## src/rtl/uart_rx_fifo_if.sv

```systemverilog
// Bundle between the UART receiver, the receive FIFO and the draining host.
// The slave modport is the FIFO side. The master modport is the UART/host side.
interface uart_rx_fifo_if #(
  parameter int WIDTH = 8,
  parameter int DEPTH = 16
);
  localparam int CNT_W = $clog2(DEPTH) + 1;

  logic             rx_ready;
  logic [WIDTH-1:0] rx_data;
  logic             rx_ready_clr;
  logic             rd_en;
  logic [WIDTH-1:0] rd_data;
  logic             rd_valid;
  logic             empty;
  logic             full;
  logic [CNT_W-1:0] count;
  logic             overflow;
  logic             ovf_clr;

  modport slave (
    input  rx_ready, rx_data, rd_en, ovf_clr,
    output rx_ready_clr, rd_data, rd_valid, empty, full, count, overflow
  );

  modport master (
    output rx_ready, rx_data, rd_en, ovf_clr,
    input  rx_ready_clr, rd_data, rd_valid, empty, full, count, overflow
  );
endinterface

```

## src/rtl/uart_rx_fifo.sv

```systemverilog
// Receive-side byte FIFO behind a UART receiver.
// It captures each ready byte once, acknowledges it with ready_clr, and lets a host pop the bytes later.
module uart_rx_fifo #(
  parameter int WIDTH = 8,
  parameter int DEPTH = 16
) (
  input  logic           clk,
  input  logic           reset_n,
  uart_rx_fifo_if.slave  bus
);
  localparam int PTR_W = $clog2(DEPTH);
  localparam int CNT_W = PTR_W + 1;

  typedef enum logic [1:0] {
    ST_IDLE = 2'd0,
    ST_CLR  = 2'd1,
    ST_WAIT = 2'd2
  } state_t;

  state_t           state_r;
  state_t           state_nxt_s;
  logic [WIDTH-1:0] mem_r [DEPTH];
  logic [PTR_W-1:0] wr_ptr_r;
  logic [PTR_W-1:0] rd_ptr_r;
  logic [CNT_W-1:0] count_r;
  logic [WIDTH-1:0] rd_data_r;
  logic             rd_valid_r;
  logic             overflow_r;
  logic             rx_ready_clr_s;
  logic             cap_s;
  logic             full_s;
  logic             empty_s;
  logic             rd_go_s;
  logic             wr_go_s;
  logic             ovf_set_s;

  function automatic logic [PTR_W-1:0] ptr_inc(input logic [PTR_W-1:0] p);
    if (p == PTR_W'(DEPTH - 1)) begin
      return {PTR_W{1'b0}};
    end else begin
      return p + PTR_W'(1);
    end
  endfunction

  assign full_s  = (count_r == CNT_W'(DEPTH));
  assign empty_s = (count_r == {CNT_W{1'b0}});
  assign rd_go_s = bus.rd_en && !empty_s;
  // A pop in the same cycle frees a slot, so a capture into a full FIFO is still accepted.
  assign wr_go_s   = cap_s && (!full_s || rd_go_s);
  assign ovf_set_s = cap_s && full_s && !rd_go_s;

  // Capture FSM state register
  always_ff @(posedge clk or negedge reset_n) begin
    if (!reset_n) begin
      state_r <= ST_IDLE;
    end else begin
      state_r <= state_nxt_s;
    end
  end

  // Capture FSM next-state logic
  always_comb begin
    state_nxt_s = state_r;
    case (state_r)
      ST_IDLE: begin
        if (bus.rx_ready) begin
          state_nxt_s = ST_CLR;
        end else begin
          state_nxt_s = ST_IDLE;
        end
      end
      ST_CLR:  state_nxt_s = ST_WAIT;
      ST_WAIT: begin
        if (!bus.rx_ready) begin
          state_nxt_s = ST_IDLE;
        end else begin
          state_nxt_s = ST_WAIT;
        end
      end
      default: state_nxt_s = ST_IDLE;
    endcase
  end

  // Capture FSM outputs
  always_comb begin
    cap_s          = 1'b0;
    rx_ready_clr_s = 1'b0;
    case (state_r)
      ST_IDLE: cap_s          = bus.rx_ready;
      ST_CLR:  rx_ready_clr_s = 1'b1;
      ST_WAIT: rx_ready_clr_s = 1'b0;
      default: rx_ready_clr_s = 1'b0;
    endcase
  end

  // Storage array; reset only rewinds the pointers, the old contents become unreachable
  always_ff @(posedge clk) begin
    if (wr_go_s) begin
      mem_r[wr_ptr_r] <= bus.rx_data;
    end
  end

  // Pointers, occupancy, read port and sticky overflow flag
  always_ff @(posedge clk or negedge reset_n) begin
    if (!reset_n) begin
      wr_ptr_r   <= {PTR_W{1'b0}};
      rd_ptr_r   <= {PTR_W{1'b0}};
      count_r    <= {CNT_W{1'b0}};
      rd_data_r  <= {WIDTH{1'b0}};
      rd_valid_r <= 1'b0;
      overflow_r <= 1'b0;
    end else begin
      rd_valid_r <= rd_go_s;
      if (wr_go_s) begin
        wr_ptr_r <= ptr_inc(wr_ptr_r);
      end
      if (rd_go_s) begin
        rd_data_r <= mem_r[rd_ptr_r];
        rd_ptr_r  <= ptr_inc(rd_ptr_r);
      end
      case ({wr_go_s, rd_go_s})
        2'b10:   count_r <= count_r + CNT_W'(1);
        2'b01:   count_r <= count_r - CNT_W'(1);
        default: count_r <= count_r;
      endcase
      if (ovf_set_s) begin
        overflow_r <= 1'b1;
      end else if (bus.ovf_clr) begin
        overflow_r <= 1'b0;
      end
    end
  end

  assign bus.rx_ready_clr = rx_ready_clr_s;
  assign bus.rd_data      = rd_data_r;
  assign bus.rd_valid     = rd_valid_r;
  assign bus.empty        = empty_s;
  assign bus.full         = full_s;
  assign bus.count        = count_r;
  assign bus.overflow     = overflow_r;
endmodule

```

## src/flat_wrapper.sv

```systemverilog
// flat-port wrapper written by rule: the top's interface ports become plain ports
module uart_rx_fifo_flat 
#(
  parameter int WIDTH = 8,
  parameter int DEPTH = 16
)
  (clk, reset_n, bus_rx_ready, bus_rx_data, bus_rd_en, bus_ovf_clr, bus_rx_ready_clr, bus_rd_data, bus_rd_valid, bus_empty, bus_full, bus_count, bus_overflow);
  uart_rx_fifo_if #(.WIDTH(WIDTH), .DEPTH(DEPTH)) bus_i ();
  input  logic clk;
  input  logic reset_n;
  input wire logic [$bits(bus_i.rx_ready)-1:0] bus_rx_ready;
  input wire logic [$bits(bus_i.rx_data)-1:0] bus_rx_data;
  input wire logic [$bits(bus_i.rd_en)-1:0] bus_rd_en;
  input wire logic [$bits(bus_i.ovf_clr)-1:0] bus_ovf_clr;
  output wire logic [$bits(bus_i.rx_ready_clr)-1:0] bus_rx_ready_clr;
  output wire logic [$bits(bus_i.rd_data)-1:0] bus_rd_data;
  output wire logic [$bits(bus_i.rd_valid)-1:0] bus_rd_valid;
  output wire logic [$bits(bus_i.empty)-1:0] bus_empty;
  output wire logic [$bits(bus_i.full)-1:0] bus_full;
  output wire logic [$bits(bus_i.count)-1:0] bus_count;
  output wire logic [$bits(bus_i.overflow)-1:0] bus_overflow;
  assign bus_i.rx_ready = bus_rx_ready;
  assign bus_i.rx_data = bus_rx_data;
  assign bus_i.rd_en = bus_rd_en;
  assign bus_i.ovf_clr = bus_ovf_clr;
  assign bus_rx_ready_clr = bus_i.rx_ready_clr;
  assign bus_rd_data = bus_i.rd_data;
  assign bus_rd_valid = bus_i.rd_valid;
  assign bus_empty = bus_i.empty;
  assign bus_full = bus_i.full;
  assign bus_count = bus_i.count;
  assign bus_overflow = bus_i.overflow;
  uart_rx_fifo #(.WIDTH(WIDTH), .DEPTH(DEPTH)) u_core (.clk(clk), .reset_n(reset_n), .bus(bus_i));
endmodule
```

## config.mk

```make
export PLATFORM = sky130hd
export DESIGN_NAME = uart_rx_fifo_flat
export DESIGN_NICKNAME = d
export VERILOG_FILES = /design/src/rtl/uart_rx_fifo_if.sv /design/src/rtl/uart_rx_fifo.sv /design/src/flat_wrapper.sv
export SDC_FILE = /design/constraint.sdc
export NUM_CORES = 1
export LEC_CHECK = 0
export BUFFER_PORTS_ARGS = -buffer_cell sky130_fd_sc_hd__buf_2
export CAP_MARGIN = 40
export CELL_PAD_IN_SITES_DETAIL_PLACEMENT = 0
export CELL_PAD_IN_SITES_GLOBAL_PLACEMENT = 1
export CORE_MARGIN = 2
export CORE_UTILIZATION = 53
export CTS_CLUSTER_SIZE = 20
export DETAILED_ROUTE_END_ITERATION = 12
export GPL_TIMING_DRIVEN = 1
export PLACE_DENSITY = 0.87
export SLEW_MARGIN = 10
export SYNTH_ARGS = -nofsm -noshare
export SYNTH_HDL_FRONTEND = slang
export SYNTH_SLANG_ARGS = --single-unit
```

## constraint.sdc

```tcl
create_clock -name clk -period 3 [get_ports clk]
set_input_delay 0.15 -clock clk [delete_from_list [all_inputs] [get_ports clk]]
set_output_delay 0.15 -clock clk [all_outputs]
set_load 0.01 [all_outputs]
```

# == Word level (Yosys, flattened, before mapping) ==
# Memory sizes are Yosys's and may differ from the RTL's. A register that Yosys moved wholly into a read port is not among the register bits.
# Cells that the tools add are included.
# word_totals
reg_bits,17
output_inout_bits,18
input_bits,13
ramBits,128
mem_count,1
# mem_list
memory,depth,word_bits,read_ports,rd_ports_with_merged_regs,write_ports,line,source
u_core.mem_r,16,8,1,1,1,uart_rx_fifo.sv:22,logic [WIDTH-1:0] mem_r [DEPTH];
# op_classes
reduce_logical,13
eq_ne,7
n_addsub,4
mux,12
# ops
cell,count
5-bit one-hot mux with 2 select lines,1
4-bit by 1-bit adder with 4-bit output (second input constant),2
4-bit == test (second input constant),2
4-bit 2-to-1 mux,2
1-bit 2-to-1 mux,7
2-bit one-hot mux with 3 select lines,1
5-bit by 1-bit adder with 5-bit output (second input constant),1
5-bit == test (second input constant),1
5-bit zero test,1
5-bit by 1-bit subtractor with 5-bit output (second input constant),1
2-bit by 1-bit == test with 1-bit output (second input constant),2
2-bit == test (second input constant),2
1-bit logical AND,4
1-bit zero test,4
2-bit nonzero test,2
2-bit zero test,1
2-bit 2-to-1 mux,1
1-bit logical OR,1

# == Longest topological paths before layout ==
# depth
ltp_word,7
mapped_depth,11
mapped_depth_nobuf,9

# == Least setup slack after synthesis ==
# No wires, ideal clock.
# synth_timing
kind,register -> register
from,"reg u_core.count_r[1], in the netlist u_core.bus.count[1]"
to,"reg u_core.count_r[4], in the netlist u_core.bus.count[4]"
synth_period_minus_slack_ns,2.687
slack_ns,0.313
required_time_ns,2.861
path_buffers,2
stages_incl_launch_ff,12
t_arrival_ns,2.548
path_cell_list,dfrtp_1 buf_6 or4_1 buf_2 o21ai_4 nor2_1 xor2_1 ha_1 or3_1 a21oi_1 a311o_1 o211ai_1
# synth_between
elab_chain_cells,7
elab_cells_between_ends,13
cone_classes,add/sub: 2; eq/ne: 3; mux: 1; reduce/logical: 7
# synth_rtl
item,line,source
"start, declared",uart_rx_fifo.sv:25,logic [CNT_W-1:0] count_r;
"start signal, assigned",uart_rx_fifo.sv:108,count_r <= {CNT_W{1'b0}};
"start signal, assigned",uart_rx_fifo.sv:122,2'b10: count_r <= count_r + CNT_W'(1);
"start signal, assigned",uart_rx_fifo.sv:123,2'b01: count_r <= count_r - CNT_W'(1);
5-bit zero test,uart_rx_fifo.sv:46,assign empty_s = (count_r == {CNT_W{1'b0}});
1-bit zero test,uart_rx_fifo.sv:47,assign rd_go_s = bus.rd_en && !empty_s;
1-bit logical AND,uart_rx_fifo.sv:47,
1-bit logical OR,uart_rx_fifo.sv:49,assign wr_go_s = cap_s && (!full_s || rd_go_s);
1-bit logical AND,uart_rx_fifo.sv:49,
2-bit by 1-bit == test with 1-bit output / 2-bit == test (equally long branches),uart_rx_fifo.sv:121,"case ({wr_go_s, rd_go_s})"
5-bit one-hot mux with 2 select lines / 2-bit nonzero test (equally long branches),--,
# Several ways; a longest one is shown, not always the timed one.
# A chain may end at the register's enable or synchronous reset.

# == Worst setup path after layout ==
# Same ends and word-level chain as after synthesis.

==> results by group <==
Detailed routing
  – Count of antenna-violating nets left after detailed routing: 0
  – Number of iterations in the first detailed-routing pass: 6
  – Average wire per cell in the routed design: 21.71 µm
  – Total number of vias: about 3200
  – Total Wirelength: 11.46 mm
  – Number of design-rule violations left by the first detailed-router iteration: roughly 340
  – Via count normalized by instance count: 6.008
  – Post-detailed-route DRC marker count: 0

Worst setup path
  – R2r endpoint: u_core.bus.count[4]
  – Startpoint Class: flop
  – Ordered cell list for the critical path: or4_1, o21ai_4, nor2_1, xor2_1, ha_1, or3_1, a21oi_1, a311o_1, o211ai_1
  – Origin of the worst setup path: u_core.bus.count[1]
  – Launch point of the worst reg-to-reg path: u_core.bus.count[1]
  – Crit Path Class: reg2reg
  – Endpoint of the most critical setup path: u_core.bus.count[4]
  – Arrival time at the worst endpoint: 3030 ps
  – CP peak stage delay: 700 ps
  – CP Capture Type: flop
  – Worst path slowest cell: or4_1
  – Depth of the worst register-to-register path: 9
  – Register-to-register setup slack: 260 ps
  – Worst path required time: 3280 ps
  – Crit path max fanout: 10

STA
  – Final number of setup-violating endpoints: 0
  – Actual slew at the worst max-slew pin: 634.0 ps
  – Period minus WS final: about 2700 ps
  – Setup Total Neg Slack: 0 ps
  – Fin Hold WS: 17.95 ps
  – Max-slew violation total from the final report: 0
  – Worst rel slew slack: 0.5773
  – Setup slack of the critical path after layout: ~260 ps
  – Setup repair after global routing missed its margin: false
  – Final worst path period share: 0.9142
  – Max Clock Freq: 0.3646 GHz
  – Hold Fails Final Rpt: 0
  – Max Clock Skew: 5.426 ps

Synth
  – Number of different library cells in the post-synthesis netlist: 52
  – Number of enable flip-flop cells after synthesis: 128
  – Combined area of all synthesized cells: 6217 µm²
  – Syn_nets: between 300 and 400
  – Top flip-flop cell by instance count after synthesis: edfxtp_1
  – Sequential area share after synthesis: 0.7189
  – Fraction of synthesis flops using an asynchronous set or reset pin: 0.1634
  – Number of standard cells after synthesis: 335
  – Count of state elements after synthesis: 153
  – Yosys Warn Count: 0
  – Synthesized area per cell: 18.56 µm²

Finish
  – Final antenna diode count: 0
  – Fraction of final layout cells with drive strength greater than 1: 0.2935
  – Layout net count: 392
  – Syn-to-layout area delta: 13.70%
  – Final core utilization: 0.6191

Power and ir drop
  – Share of total power in combinational logic: 0.269
  – Maximum VDD drop: 748.2 µV
  – Clock network fraction of total power: 0.297
  – Power share of the sequential group: 0.434
  – Internal power: 0.004604 W
  – Areal power density over the cells: 932.8 nW/µm²
  – Cell leakage power: ~2.5 nW
  – Power spent charging and discharging nets: between 0.0015 and 0.002 W
  – Sw Ratio: 0.3019

Die
  – Width of the die: 112.3 µm
  – Die ar.: 12610 µm²
  – Core box area: 11420 µm²
  – Standard-cell row count: 39
  – Die span in y: 112.3 µm
  – Ports: 31
  – Initial core utilization: 0.5445

Clock network
  – Clock tree buffer depth: 2
  – Inserted Clock Buffers: 17
  – Hold-fix buffers at CTS: 2
  – Clk Latency, worst-skew pair: 420 ps
  – CTS tree: yes
  – Post-CTS setup buffer count: 0
  – Number of gates resized after cts: 0
  – CTS clock-pin slew for the worst setup and hold paths: 60 ps
  – Clk sinks: 153
  – H-Tree Level Count: 4
  – CTS root buf: clkbuf_16

Place
  – Final Wtd Congestion: 0.8100
  – Quantity of I/O buffers inserted on ports: 30
  – HPWL after detailed placement: between 7 and 8 mm
  – Worst-case setup slack after placement: 275.0 ps

GRT
  – Via count of the first global-routing pass: roughly 3300
  – First-pass GRT wire length: 18.26 mm
  – Number of antenna violations at the first check in global routing: 0
  – Total gr overflow: 0
  – All-Layer GR Usage: 0.1983
  – Maximum number of pins on one net before global-route repair: 37

Min path
  – HP Class: in2reg

Status
  – Run status: complete, no violations

Run
  – Reported max-cap violation count: 0
[metal layers]
| metal | up-vias | wire, µm | track usage |
|---|---|---|---|
| met1 | 1625 | 4934 | 0.2624 |
| li1 | 1431 | - | - |
| met4 | 0 | 275 | 0.09837 |
| met2 | 93 | 5659 | 0.3177 |
| met5 | - | 0 | 0 |
| met3 | 23 | 592 | 0.04158 |
[cell usage after synthesis (all sizes together) (3+ instances only)]
cell    instances  area, µm²
a21oi          11      55.05
and2           12      75.07
and3            6      37.54
buf            12      70.07
clkbuf          6      22.52
dfrtp          25      625.6
edfxtp        128       3844
ha              7      87.58
inv             8      30.03
mux2           10      120.1
mux4           32      720.7
nand2           8      30.03
nand3           3      15.01
nor2            3      11.26
o21ai           7      50.05
o22ai          16      100.1
xnor2           3      26.28
[sequential cells by signal (all words and copies together) (netlist names)]
name / cells
u_core.mem_r: 128
u_core.bus.rd_data: 8
u_core.bus.count: 5
u_core.rd_ptr_r: 4
u_core.wr_ptr_r: 4
u_core.state_r: 2
u_core.bus.overflow: 1
u_core.bus.rd_valid: 1
[per-stage QoR]
step | instances | total power [W] | area [µm²]
final | 528 | 0.006594 | 7069
after global routing | 528 | 0.006903 | 7069
after CTS | 528 | 0.006633 | 7069
after detailed placement | 494 | 0.004675 | 6497
after global placement | 494 | 0.004618 | 6497
after floorplan | 335 | 0.004165 | 6217
[layout by cell type, fill, tap and decap left out, drive strengths merged, types with 6 or more instances in the layout]
master	Yosys	layout
and2	12	12
a21oi	11	11
mux2	10	10
o22ai	16	16
and3	6	6
edfxtp	128	128
mux4	32	32
clkbuf	6	17
inv	8	10
dfrtp	25	25
ha	7	7
o21ai	7	7
clkinv	1	12
nand2	8	8
buf	12	34
[power by group through the flow]
stage | Clock [W] | Combinational (W) | Sequential (W)
2_1_floorplan | 0 | 0.00138 | 0.00279
5_1_grt | 0.00206 | 0.00194 | 0.00290
4_1_cts | 0.00198 | 0.00179 | 0.00286
3_3_place_gp | 0 | 0.00174 | 0.00288
3_5_place_dp | 0 | 0.00178 | 0.00290
6_report | 0.00196 | 0.00178 | 0.00286
[worst min-delay path by stage]
stage	from	end	slack (ps)	cells past startpoint
floorplan	reset_n	u_core.bus.count[0]	-150	0
global placement	reset_n	u_core.bus.overflow	200	1
detailed placement	reset_n	u_core.bus.overflow	210	1
CTS	bus_rx_ready	u_core.state_r[1]	5	3
global route	bus_rx_ready	u_core.state_r[1]	50	3
finish	bus_rx_ready	u_core.state_r[1]	20	3
[cell families after synthesis]
logic type,count (synthesis),synth area share
and+or+nand+nor,49,0.04629
adders and majority gates,7,0.01409
DFF,153,0.7189
muxes,43,0.1368
xor gates and xnor gates,5,0.007045
buffers and inverters,27,0.02033
AOI/OAI and AO/OA,51,0.05655
[worst max-delay path, delay by kind of cell (launching register included)]
kind / cells / cell delay (ps)
xor gates and xnor gates: 1 / 150
and+or+nand+nor: 3 / 1100
adders and majority gates: 1 / 230
DFF: 1 / 480
AOI/OAI and AO/OA: 4 / 660
[final cells by class]
cell class,count,area [µm²]
Sequential cell,153,4471
Fill cell,786,4349
Multi-Input combinational cell,155,1622
Clock buffer,17,425.4
Timing Repair Buffer,36,212.7
Tap cell,143,178.9
Clock inverter,15,126.4
Inverter,9,33.78
Note: power is estimated with default switching activity, not from simulation.
